**config.mk**
```make
export PLATFORM = sky130hd
export DESIGN_NAME = vga_sync_decoder
export DESIGN_NICKNAME = d
export VERILOG_FILES = /design/src/rtl/pacman_vga_pkg.sv /design/src/rtl/vga_sync_edge.sv /design/src/rtl/vga_sync_decoder.sv
export SDC_FILE = /design/constraint.sdc
export NUM_CORES = 1
export LEC_CHECK = 0
export BUFFER_PORTS_ARGS = -buffer_cell sky130_fd_sc_hd__buf_4
export CAP_MARGIN = 20
export CORE_ASPECT_RATIO = 1.25
export CORE_MARGIN = 8
export CORE_UTILIZATION = 45
export DETAILED_ROUTE_END_ITERATION = 10
export PLACE_DENSITY = 0.72
export SLEW_MARGIN = 10
export SYNTH_ARGS = -nofsm -noshare
export SYNTH_HDL_FRONTEND = slang
export SYNTH_HIERARCHICAL = 1
export SYNTH_SLANG_ARGS = --single-unit
```
**constraint.sdc**
```tcl
create_clock -name clk -period 3.4 [get_ports clk]
set_clock_uncertainty 0.1 [all_clocks]
set_input_delay 0 -clock clk [delete_from_list [all_inputs] [get_ports clk]]
set_output_delay 0 -clock clk [all_outputs]
set_load 0.02 [all_outputs]
```
**src/rtl/pacman_vga_pkg.sv**
```systemverilog
// Shared 640x480@60 timing constants and lock-state encoding for the VGA
// generator and the sync decoder.
package pacman_vga_pkg;

   localparam int VGA_H_VISIBLE = 640;
   localparam int VGA_H_SYNC    = 96;
   localparam int VGA_H_BACK    = 48;
   localparam int VGA_H_TOTAL   = 800;
   localparam int VGA_V_VISIBLE = 480;
   localparam int VGA_V_SYNC    = 2;
   localparam int VGA_V_BACK    = 33;
   localparam int VGA_V_TOTAL   = 525;

   typedef enum logic [1:0] {
      SEARCH  = 2'd0,
      ACQUIRE = 2'd1,
      LOCKED  = 2'd2
   } lock_state_t;

endpackage

```
**src/rtl/vga_sync_edge.sv**
```systemverilog
// Samples the active-low sync inputs and produces single-cycle
// hsync start/end and vsync start strobes for the current sample.
module vga_sync_edge (
   input  logic clk_i,
   input  logic rst_i,
   input  logic h_sync_i,
   input  logic v_sync_i,
   output logic hstart_o,
   output logic hend_o,
   output logic vstart_o
);

   logic hs_q, vs_q;

   // Idle-high reset so a sync already low at reset release reads as an edge.
   always_ff @(posedge clk_i) begin
      if (rst_i) begin
         hs_q <= 1'b1;
         vs_q <= 1'b1;
      end else begin
         hs_q <= h_sync_i;
         vs_q <= v_sync_i;
      end
   end

   assign hstart_o = hs_q & ~h_sync_i;
   assign hend_o   = ~hs_q & h_sync_i;
   assign vstart_o = vs_q & ~v_sync_i;

endmodule

```
**src/rtl/vga_sync_decoder.sv**
```systemverilog
// Recovers pixel coordinates and data-enable from VGA sync edges and
// monitors line/frame timing, reporting lock, errors and frame starts.
module vga_sync_decoder
   import pacman_vga_pkg::*;
#(
   parameter int H_VISIBLE = VGA_H_VISIBLE,
   parameter int H_SYNC    = VGA_H_SYNC,
   parameter int H_BACK    = VGA_H_BACK,
   parameter int H_TOTAL   = VGA_H_TOTAL,
   parameter int V_VISIBLE = VGA_V_VISIBLE,
   parameter int V_SYNC    = VGA_V_SYNC,
   parameter int V_BACK    = VGA_V_BACK,
   parameter int V_TOTAL   = VGA_V_TOTAL
) (
   input  logic       clk,
   input  logic       rst,
   input  logic       h_sync,
   input  logic       v_sync,
   input  logic       video_on,
   output logic [9:0] pixel_x,
   output logic [9:0] pixel_y,
   output logic       de,
   output logic       locked,
   output logic       frame_start,
   output logic       err,
   output logic [7:0] err_count
);

   localparam logic [10:0] S_MAX  = 11'h7FF;
   localparam logic [9:0]  L_MAX  = 10'h3FF;
   localparam logic [10:0] X_LO   = 11'(H_SYNC + H_BACK);
   localparam logic [10:0] X_HI   = 11'(H_SYNC + H_BACK + H_VISIBLE - 1);
   localparam logic [9:0]  Y_LO   = 10'(V_SYNC + V_BACK);
   localparam logic [9:0]  Y_HI   = 10'(V_SYNC + V_BACK + V_VISIBLE - 1);
   localparam logic [10:0] S_LAST = 11'(H_TOTAL - 1);
   localparam logic [10:0] S_OVER = 11'(H_TOTAL);
   localparam logic [10:0] S_SYNC = 11'(H_SYNC);
   localparam logic [9:0]  L_LAST = 10'(V_TOTAL - 1);
   localparam logic [9:0]  L_OVER = 10'(V_TOTAL);

   logic        hstart, hend, vstart;
   logic [10:0] s_q, s_d;
   logic [9:0]  l_q, l_d;
   lock_state_t state_q, state_d;
   logic [9:0]  px_q, px_d, py_q, py_d;
   logic        de_q, de_d, fs_q, fs_d, err_q, err_d;
   logic [7:0]  cnt_q, cnt_d;
   logic        visible, timing_err;

   vga_sync_edge u_edge (
      .clk_i    (clk),
      .rst_i    (rst),
      .h_sync_i (h_sync),
      .v_sync_i (v_sync),
      .hstart_o (hstart),
      .hend_o   (hend),
      .vstart_o (vstart)
   );

   // s_d / l_d are the sample and line index of the sample on the inputs now.
   always_comb begin
      s_d = hstart ? 11'd0 : ((s_q == S_MAX) ? S_MAX : s_q + 11'd1);
      if (vstart)
         l_d = 10'd0;
      else if (hstart && l_q != L_MAX)
         l_d = l_q + 10'd1;
      else
         l_d = l_q;
   end

   assign visible = (s_d >= X_LO) && (s_d <= X_HI) && (l_d >= Y_LO) && (l_d <= Y_HI);

   // s_d only reaches H_TOTAL by counting, so that term fires once per missing hsync.
   assign timing_err = (hstart && s_q != S_LAST)
                     || (s_d == S_OVER)
                     || (hend && s_d != S_SYNC)
                     || (vstart && l_q != L_LAST)
                     || (l_d == L_OVER && l_q != L_OVER)
                     || (state_q == LOCKED && video_on != visible);

   always_comb begin
      state_d = state_q;
      fs_d    = 1'b0;
      err_d   = 1'b0;
      cnt_d   = cnt_q;
      case (state_q)
         SEARCH: begin
            if (vstart) state_d = ACQUIRE;
         end
         ACQUIRE: begin
            if (timing_err)  state_d = SEARCH;
            else if (vstart) state_d = LOCKED;
         end
         LOCKED: begin
            if (timing_err) begin
               state_d = SEARCH;
               err_d   = 1'b1;
               if (cnt_q != 8'hFF) cnt_d = cnt_q + 8'd1;
            end else if (vstart) begin
               fs_d = 1'b1;
            end
         end
         default: state_d = SEARCH;
      endcase
   end

   always_comb begin
      px_d = visible ? 10'(s_d - X_LO) : 10'd0;
      py_d = visible ? (l_d - Y_LO) : 10'd0;
      de_d = visible && (state_d == LOCKED);
   end

   always_ff @(posedge clk) begin
      if (rst) begin
         s_q     <= S_MAX;
         l_q     <= L_MAX;
         state_q <= SEARCH;
         px_q    <= '0;
         py_q    <= '0;
         de_q    <= 1'b0;
         fs_q    <= 1'b0;
         err_q   <= 1'b0;
         cnt_q   <= '0;
      end else begin
         s_q     <= s_d;
         l_q     <= l_d;
         state_q <= state_d;
         px_q    <= px_d;
         py_q    <= py_d;
         de_q    <= de_d;
         fs_q    <= fs_d;
         err_q   <= err_d;
         cnt_q   <= cnt_d;
      end
   end

   assign pixel_x     = px_q;
   assign pixel_y     = py_q;
   assign de          = de_q;
   assign locked      = (state_q == LOCKED);
   assign frame_start = fs_q;
   assign err         = err_q;
   assign err_count   = cnt_q;

endmodule

```
==> flow_metrics.py, run 1 <==
metrics = {
    "clock_tree": {
        "cts_buffer_depth": 2,
        "clock_latency_ns": 0.31,
        "h-tree-depth": 2,
        "clk_pin_slew_worst_paths_ns": 0.09,
        "cts_buffers": 5,
        "cts-root-buf": "clkbuf_8",
        "cts_tree": "built",
        "cts_sinks": 56,
    },
    "routing": {
        "viasPerCell": 5.609,
        "vias": 2967,
        "wirelength_mm": 7.997,
        "routedWlPerCell_um": 15.12,
        "final_antenna_net_count": 0,
        "detail_route.first_pass.iterations": 4,
        "drc": 0,
        "drt_iter0_markers": 247,
    },
    "worst_setup_path": {
        "critPathArrivalTime_ns": 3.41,
        "cp_max_fo": 9,
        "critPathKind": "flop to flop",
        "cp_slowest_cell": "a211oi_2",
        "required_ns": 3.55,
        "path_cells": "ha_1 -> buf_4 -> and2_1 -> a41oi_1 -> a211oi_2 -> nor3_1 -> a21o_1 -> a2111oi_4 -> o31ai_4 -> buf_4 -> or3_1 -> a21oi_1",
        "cp-end-kind": "flop",
        "path_common_cell": "buf_4",
        "max_stage_delay_ns": 0.53,
        "cp-start-kind": "flop",
    },
    "timing": {
        "period_minus_slack_ns": 3.265,
        "setup_viol": 0,
        "timing.fmax_mhz": 306.3,
        "whs_ns": 0.07697,
        "hold_violations": 0,
        "max_slew_margin": 0.6102,
        "tightestPinTransition_ns": 0.5812,
        "rsz0062_at_grt": "true",
        "period_share": 0.9603,
        "drv_slew": 0,
    },
    "final_layout": {
        "syn2layout_area_growth_pct": 23.39,
        "drive_gt1_frac": 0.2916,
        "layoutNonFillerInstCount": 529,
        "antenna_cells": 0,
        "nNetsFinal": 456,
    },
    "logic_synthesis": {
        "ys_seq_elements": 56,
        "ys_warn_count": 6,
        "syn-cell-area_um2": 3216,
        "yosysTopAreaCellShare": 0.3486,
        "seq_area_frac_synth": 0.3486,
        "synth_top_area_cell": "dfxtp_1",
        "synth-main-ff-cell": "dfxtp_1",
        "syn_nets": 393,
        "async_reset_ff_frac": 0,
        "synth-edff-count": 0,
        "synthTopCellsByArea": "dfxtp_1 (35%), ha_1 (4.7%), nor2_1 (3.9%)",
        "synth_area_per_cell_um2": 8.552,
        "ys_types": 69,
        "syn_inst": 376,
    },
    "floorplan": {
        "io_pins": 37,
        "core_um2": 6934,
        "chipHeight_um": 110.5,
        "start_util": 0.4637,
        "die_x_um": 91.61,
        "row_count": 34,
        "die-area_um2": 10120,
    },
    "global_route": {
        "grt_usage": 0.1539,
        "grt_overflow": 0,
        "met3_usage": 0.03659,
        "use_met1": 0.1894,
        "first_global_vias": 2850,
        "top_usage_layer": "met2",
        "antenna_found_initial": 0,
        "use_met2": 0.2532,
        "grt_max_degree": 37,
        "grt_pass1_wl_mm": 13.25,
    },
    "power": {
        "power.share.clock": 0.225,
        "p_sw_frac": 0.3248,
        "power_uw": 1673,
        "combPwrFrac": 0.340,
        "seqPwrFrac": 0.435,
        "ir_drop_v": 0.0003134,
        "p_sw_uw": 543.3,
        "internal_power_uw": 1130,
        "power_density_nw_per_um2": 421.7,
        "power.leakage_uw": 0.001671,
    },
    "placed_design": {
        "dp_cells": 516,
        "gp_congestion": 0.8771,
        "dp_hpwl_mm": 5.866,
        "portBuffers": 36,
    },
    "run": {
        "cap_violations": 0,
    },
    "hold_path": {
        "hp-class": "primary input to flop",
    },
    "status": {
        "status": "completed",
    },
}
layout by cell type, fill, tap and decap left out, types with 3 or more instances in the layout:
cell type / n
buf_4: 77
dfxtp_1: 53
nor2_1: 32
a21oi_1: 21
inv_1: 16
o21ai_0: 15
nand2_1: 15
or2_2: 14
xnor2_1: 13
nor3_1: 13
nand3_1: 12
ha_1: 11
or3_1: 10
nand2b_1: 10
nor2b_1: 7
clkbuf_8: 7
and3_1: 6
nand4_1: 6
a211oi_1: 5
a31oi_1: 5
and2_1: 4
a21o_1: 4
xor2_1: 4
and4_4: 3
a41oi_1: 3
nor4_1: 3
o211a_1: 3
o21bai_1: 3
dlygate4sd3_1: 3
dfxtp_2: 3
cell usage after synthesis (2+ instances only):
library cell,number
dfxtp_1,56
nor2_1,33
a21oi_1,21
inv_1,16
nand2_1,15
o21ai_0,15
nor3_1,14
or2_2,14
xnor2_1,13
ha_1,12
nand3_1,12
clkbuf_1,11
nand2b_1,10
or3_1,10
and3_1,7
buf_2,7
nor2b_1,7
a211oi_1,6
a31oi_1,6
nand4_1,6
a41oi_1,5
a21o_1,4
and2_1,4
xor2_1,4
and4_4,3
buf_4,3
buf_6,3
nor4_1,3
o211a_1,3
o21bai_1,3
a211o_1,2
a311oi_1,2
inv_2,2
mux2i_1,2
nand3_2,2
nand4b_1,2
o221ai_1,2
o31ai_1,2
o32ai_1,2
or2_1,2
or4_1,2
cell type report:
| cell class | count | area, µm² |
|---|---|---|
| clock buffers | 7 | 96.34 |
| well taps | 90 | 112.6 |
| multi-input cells | 278 | 1958 |
| flip-flops and latches | 56 | 1125 |
| inverters | 18 | 67.56 |
| repair buffers | 80 | 608.1 |
| fillers | 651 | 2967 |
layer usage:
layer	vias up	share of wire
li1	1474	-
met1	1396	0.46
met2	81	0.47
met3	16	0.056
met4	0	0.021
met5	-	0
critical path, delay by kind of cell (launching register included):
kind / cells / cell delay (ns)
compound gates: 6 / 1.57
buf+inv: 2 / 0.36
flops: 1 / 0.35
fa+ha+maj: 1 / 0.20
simple gates: 3 / 0.62
stage by stage:
stage | setup TNS (ns) | util | cell area, µm² | setup slack (ns)
after global routing | -0.1008 | 0.5722 | 3968 | -0.03626
final | 0 | 0.5722 | 3968 | 0.1351
after floorplan | 0 | - | 3216 | 0.08898
after detailed placement | 0 | 0.5410 | 3751 | 0.09134
after global placement | 0 | 0.5410 | 3751 | 0.2152
after CTS | 0 | 0.5592 | 3877 | 0.06285
power by group through the flow:
stage	Sequential [µW]	Combinational [µW]	Clock (µW)
2_1_floorplan	754	358	0
3_3_place_gp	739	527	0
3_5_place_dp	740	533	0
4_1_cts	726	539	389
5_1_grt	733	622	420
6_report	728	569	376
final timing paths:
path | slack, ns | cells past startpoint | start | to
max | 0.14 | 12 | l_q[0] | err_count[4]
max reg2reg | 0.14 | 12 | l_q[0] | err_count[4]
min reg2reg | 0.36 | 1 | state_q[1] | state_q[0]
min | 0.08 | 4 | video_on | err
logic make-up after synthesis:
logic type | count (synthesis) | share of synthesized area
simple gates | 157 | 0.2809
compound gates | 88 | 0.2008
flops | 56 | 0.3486
buf+inv | 42 | 0.06226
xor+xnor | 17 | 0.04630
fa+ha+maj | 12 | 0.04669
mux | 4 | 0.01440
state kept, by name, summed over array words and instances, names as in the netlist:
signal and count:
err_count 8, pixel_x 10, err 1, pixel_y 10
state_q 2, u_edge/hs_q 1, frame_start 1, l_q 10
de 1, s_q 11, u_edge/vs_q 1
timing repair:
| action | CTS | global route |
|---|---|---|
| gates resized for setup | 0 | 15 |
| setup endpoints to repair | 0 | 12 |
| endpoints found under the hold margin | 10 | 0 |
| buffers inserted | 0 | 3 |
| hold buffers | 3 | 0 |
Note: power is estimated with default switching activity, not from simulation.
==> run 2, diff against run 1 <==
--- a/config.mk
+++ b/config.mk
@@ -11,7 +11,6 @@
 export CORE_MARGIN = 8
 export CORE_UTILIZATION = 45
 export DETAILED_ROUTE_END_ITERATION = 10
-export PLACE_DENSITY = 0.72
 export SLEW_MARGIN = 10
 export SYNTH_ARGS = -nofsm -noshare
 export SYNTH_HDL_FRONTEND = slang
==> constraint.sdc (replaced) <==
create_clock -name clk -period 3.3 [get_ports clk]
set_clock_uncertainty 0.1 [all_clocks]
set_input_delay 0 -clock clk [delete_from_list [all_inputs] [get_ports clk]]
set_output_delay 0 -clock clk [all_outputs]
set_load 0.02 [all_outputs]
==> flow_metrics.py, run 2 (synthesized netlist as in run 1, its figures left out) <==
metrics = {
    "worst_setup_path": {
        "r2r-start": "s_q[0]",
        "critPathArrivalTime_ns": 3.36,
        "worst-r2r-cell-count": 12,
        "cp.buffers_inverters": 2,
        "crit_family": "compound AO/OA/AOI/OAI gates",
        "path_cells": "ha_4 -> nand4_1 -> buf_4 -> o21ai_1 -> o221ai_2 -> nor4_4 -> a211oi_2 -> a2111oi_4 -> o31ai_2 -> buf_4 -> or3_1 -> a21oi_2",
        "rrSetupSlack_ns": 0.09,
        "max_stage_delay_ns": 0.39,
        "path_common_cell": "buf_4",
        "required_ns": 3.46,
        "rr_endpoint": "err_count[5]",
        "cp-end-kind": "flop",
        "cp_max_fo": 7,
        "cp_slowest_cell": "dfxtp_2",
        "critPathKind": "flop to flop",
        "cp-start-kind": "flop",
    },
    "routing": {
        "viasPerCell": 5.477,
        "vias": 3007,
        "routedWlPerCell_um": 15.71,
        "wirelength_mm": 8.625,
        "drt_iter0_markers": 93,
        "final_antenna_net_count": 0,
        "drc": 0,
        "detail_route.first_pass.iterations": 4,
    },
    "final_layout": {
        "final_cell_mix": "buf_4 (94), dfxtp_1 (49), nor2_1 (31)",
        "layoutNonFillerInstCount": 549,
        "largest_register_ffs": 11,
        "layout_commonest_cell": "buf_4",
        "antenna_cells": 0,
        "syn2layout_area_growth_pct": 31.75,
        "nNetsFinal": 475,
        "drive_gt1_frac": 0.3660,
        "top_register": "s_q",
        "nFillCells": 627,
    },
    "clock_tree": {
        "clk_pin_slew_worst_paths_ns": 0.10,
        "cts_buffers": 5,
        "cts_buffer_depth": 2,
        "cts-root-buf": "clkbuf_8",
        "h-tree-depth": 2,
        "cts_sinks": 56,
        "cts_tree": "built",
        "clock_latency_ns": 0.31,
    },
    "power": {
        "power.leakage_uw": 0.001772,
        "ir_drop_v": 0.0002085,
        "power_density_nw_per_um2": 422.0,
        "power_uw": 1788,
    },
    "global_route": {
        "grt_usage": 0.1643,
        "grt_pass1_wl_mm": 13.88,
        "first_global_vias": 2887,
        "grt_max_degree": 37,
        "antenna_found_initial": 0,
        "grt_overflow": 0,
    },
    "timing": {
        "max_slew_margin": 0.6172,
        "setup_ws_ns": 0.09489,
        "setup_viol": 0,
        "timing.fmax_mhz": 312.0,
        "drv_slew": 0,
        "hold_violations": 0,
        "period_share": 0.9712,
        "tightestPinTransition_ns": 0.5699,
        "period_minus_slack_ns": 3.205,
        "whs_ns": 0.06245,
        "setup_tns_ns": 0,
    },
    "run": {
        "cap_violations": 0,
    },
    "hold_path": {
        "hp-class": "primary input to flop",
        "holdPathEnd": "err",
        "hp-start": "video_on",
        "hold_depth": 4,
    },
    "placed_design": {
        "dp_hpwl_mm": 6.348,
        "portBuffers": 36,
        "place_ws_ns": -0.003703,
        "dp_cells": 531,
        "gp_congestion": 0.8849,
    },
    "floorplan": {
        "die-area_um2": 10120,
        "die_x_um": 91.61,
        "row_count": 34,
        "core_um2": 6934,
        "start_util": 0.4637,
        "chipHeight_um": 110.5,
        "io_pins": 37,
    },
    "status": {
        "status": "completed",
    },
}
-- run 2: changes by cell type in the layout (fill, tap and decap cells not counted), moves of 3 or more --
cell,before,now
dfxtp_1,53,49
buf_4,77,94
a21oi_1,21,18
o21ai_0,15,12
a211oi_1,5,2
a211oi_2,2,5
a21oi_2,0,3
dfxtp_2,3,6
-- run 2: how the worst max path moves through the flow --
stage	from	to	slack (ns)	cells after the start
floorplan	l_q[0]	err_count[2]	0.04	15
global placement	s_q[1]	err_count[4]	0.09	12
detailed placement	u_edge/hs_q	err_count[5]	-0.004	15
CTS	s_q[1]	err_count[1]	0.03	13
global route	s_q[0]	err_count[5]	-0.05	12
finish	s_q[0]	err_count[5]	0.09	12
-- run 2: cell type report --
cell class	instances	area, µm²	share of cell area
timing repair buffer	99	760.7	0.1796
clock inverter	3	21.27	0.005021
inverter	18	67.56	0.01595
multi-input combinational	278	2073	0.4894
sequential	56	1132	0.2673
clock buffer	5	68.82	0.01624
tap	90	112.6	0.02658
-- run 2: worst reg2reg max path, cell delays in order (launching register included) --
cell and delay [ns]:
dfxtp_2 0.39, ha_4 0.18, nand4_1 0.20, buf_4 0.21, o21ai_1 0.17, o221ai_2 0.20, nor4_4 0.37, a211oi_2 0.15
a2111oi_4 0.38, o31ai_2 0.15, buf_4 0.18, or3_1 0.36, a21oi_2 0.13
-- run 2: where the power goes --
part	leakage, µW	switching, µW	internal, µW
logic	0.00127	358	303
registers	0.000459	28.2	721
clock network	0.0000445	227	151
total	0.00177	613	1170
-- run 2: what timing repair did --
action	4_1_cts	5_1_grt
pin swaps	1	15
endpoints found under the hold margin	10	0
hold buffers	3	0
setup endpoints to repair	4	11
cloned	0	1
buffers inserted	0	6
gates resized for setup	2	43
-- run 2: per-stage QoR --
| step | utilization | instance area, µm² |
|---|---|---|
| floorplan | - | 3221 |
| global placement | 0.5597 | 3881 |
| detailed placement | 0.5597 | 3881 |
| CTS | 0.5783 | 4010 |
| global route | 0.6110 | 4237 |
| finish | 0.6110 | 4237 |
-- run 2: layer usage --
layer,vias up,part of all wire,track usage
li1,1506,-,-
met5,-,0,0
met3,13,0.028,0.02778
met2,61,0.52,0.2855
met1,1427,0.43,0.1983
met4,0,0.018,0.05148
==> run 3, diff against run 2 <==
--- a/config.mk
+++ b/config.mk
@@ -9,8 +9,9 @@
 export CAP_MARGIN = 20
 export CORE_ASPECT_RATIO = 1.25
 export CORE_MARGIN = 8
-export CORE_UTILIZATION = 45
+export CORE_UTILIZATION = 58
 export DETAILED_ROUTE_END_ITERATION = 10
+export PLACE_DENSITY = 0.9
 export SLEW_MARGIN = 10
 export SYNTH_ARGS = -nofsm -noshare
 export SYNTH_HDL_FRONTEND = slang
==> flow_metrics.py, run 3 (synthesized netlist as in run 1, its figures left out) <==
metrics = {
    "routing": {
        "vias": 3154,
        "drc": 0,
        "final_antenna_net_count": 0,
        "wirelength_mm": 8.911,
        "drt_iter0_markers": 333,
        "viasPerCell": 6.184,
        "detail_route.first_pass.iterations": 6,
        "routedWlPerCell_um": 17.47,
    },
    "worst_setup_path": {
        "rrSetupSlack_ns": 0.05,
        "required_ns": 3.44,
        "worst-r2r-cell-count": 11,
        "critPathKind": "flop to flop",
        "cp_max_fo": 12,
        "critPathArrivalTime_ns": 3.39,
        "rr_endpoint": "err_count[5]",
        "endpoint": "err_count[5]",
        "r2r-start": "s_q[0]",
        "cp-start-kind": "flop",
        "cp-end-kind": "flop",
        "crit_start": "s_q[0]",
    },
    "power": {
        "power_density_nw_per_um2": 427.3,
        "ir_drop_v": 0.0002875,
        "power.leakage_uw": 0.001716,
    },
    "floorplan": {
        "die-area_um2": 8197,
        "io_pins": 37,
        "row_count": 30,
        "core_um2": 5405,
        "die_x_um": 82.60,
        "start_util": 0.5949,
        "chipHeight_um": 99.25,
    },
    "final_layout": {
        "fin_area_um2": 4085,
        "utilization": 0.7558,
        "antenna_cells": 0,
        "drive_gt1_frac": 0.3453,
        "top_register": "s_q",
        "largest_register_ffs": 11,
        "layout_commonest_cell": "buf_4",
        "syn2layout_area_growth_pct": 27.04,
        "layoutNonFillerInstCount": 510,
        "nNetsFinal": 465,
        "final_cell_mix": "buf_4 (85), dfxtp_1 (49), nor2_1 (31)",
    },
    "timing": {
        "timing.fmax_mhz": 308.1,
        "period_minus_slack_ns": 3.246,
        "setup_tns_ns": 0,
        "hold_violations": 0,
        "period_share": 0.9835,
        "drv_slew": 0,
        "tightestPinTransition_ns": 0.4628,
        "setup_viol": 0,
        "max_slew_margin": 0.6909,
    },
    "global_route": {
        "grt_usage": 0.2007,
        "grt_pass1_wl_mm": 13.28,
        "first_global_vias": 2865,
        "grt_overflow": 0,
        "antenna_found_initial": 0,
        "grt_max_degree": 37,
    },
    "placed_design": {
        "dpl_cell_area_um2": 3761,
        "dp_hpwl_mm": 6.009,
        "gp_congestion": 0.9483,
        "portBuffers": 36,
        "dp_cells": 495,
    },
    "clock_tree": {
        "clock_latency_ns": 0.31,
        "cts_tree": "built",
        "h-tree-depth": 2,
        "cts-root-buf": "clkbuf_8",
        "cts_buffer_depth": 2,
        "cts_sinks": 56,
        "clk_pin_slew_worst_paths_ns": 0.09,
        "cts_buffers": 5,
    },
    "run": {
        "cap_violations": 0,
    },
    "hold_path": {
        "hp-start": "video_on",
        "hp-class": "primary input to flop",
        "hold_depth": 4,
    },
    "status": {
        "status": "completed",
    },
}
==> run 3: how the worst min path moves through the flow <==
stage,to
finish,err
global route,err
CTS,err
detailed placement,u_edge/vs_q
global placement,u_edge/vs_q
floorplan,frame_start
==> run 3: routing by layer <==
metal | global-route usage | part of all wire | vias up
met1 | 0.2575 | 0.41 | 1467
li1 | - | - | 1489
met2 | 0.3166 | 0.48 | 168
met4 | 0.07989 | 0.030 | 0
met3 | 0.03971 | 0.079 | 30
met5 | 0 | 0 | -
==> run 3: worst max-delay path, cell delays in order (launching register included) <==
cell       delay (ns)
dfxtp_4          0.39
ha_4             0.15
nand4_1          0.25
a211o_1          0.36
o2bb2ai_2        0.18
nor4_4           0.35
a211oi_2         0.17
a2111oi_4        0.45
o31ai_4          0.11
buf_6            0.16
or3_1            0.34
a21oi_1          0.16
==> run 3: final cells by class <==
type                            count  area (µm²)
Clock buffer                        5       68.82
Tap cell                           64       80.08
Inverter                           18       67.56
Timing Repair Buffer               89       679.4
Multi-Input combinational cell    278        2057
Sequential cell                    56        1132
Fill cell                         387        1320
==> run 3: timing repair <==
action,in CTS,in global routing
setup buffers,0,7
cloned,0,0
hold endpoints to repair,8,0
endpoints found under the setup margin,1,15
pin swaps,0,14
hold buffers,3,0
resized for setup,2,41
==> run 3: stage by stage <==
step | setup WS [ns] | hold slack [ns] | total power (µW)
2_1_floorplan | 0.03867 | -0.02326 | 1147
3_3_place_gp | 0.1072 | 0.09490 | 1314
3_5_place_dp | 0.02202 | 0.1009 | 1324
4_1_cts | 0.007123 | 0.05464 | 1662
5_1_grt | -0.07084 | 0.08938 | 1825
6_report | 0.05438 | 0.07858 | 1745
==> run 3: where the power goes <==
| group | leakage (µW) | switching (µW) | total, µW | internal (µW) |
|---|---|---|---|---|
| Sequential | 0.000459 | 30.2 | 751 | 721 |
| Clock | 0.0000359 | 199 | 337 | 137 |
| Combinational | 0.00122 | 367 | 658 | 291 |
| Total | 0.00172 | 597 | 1750 | 1150 |
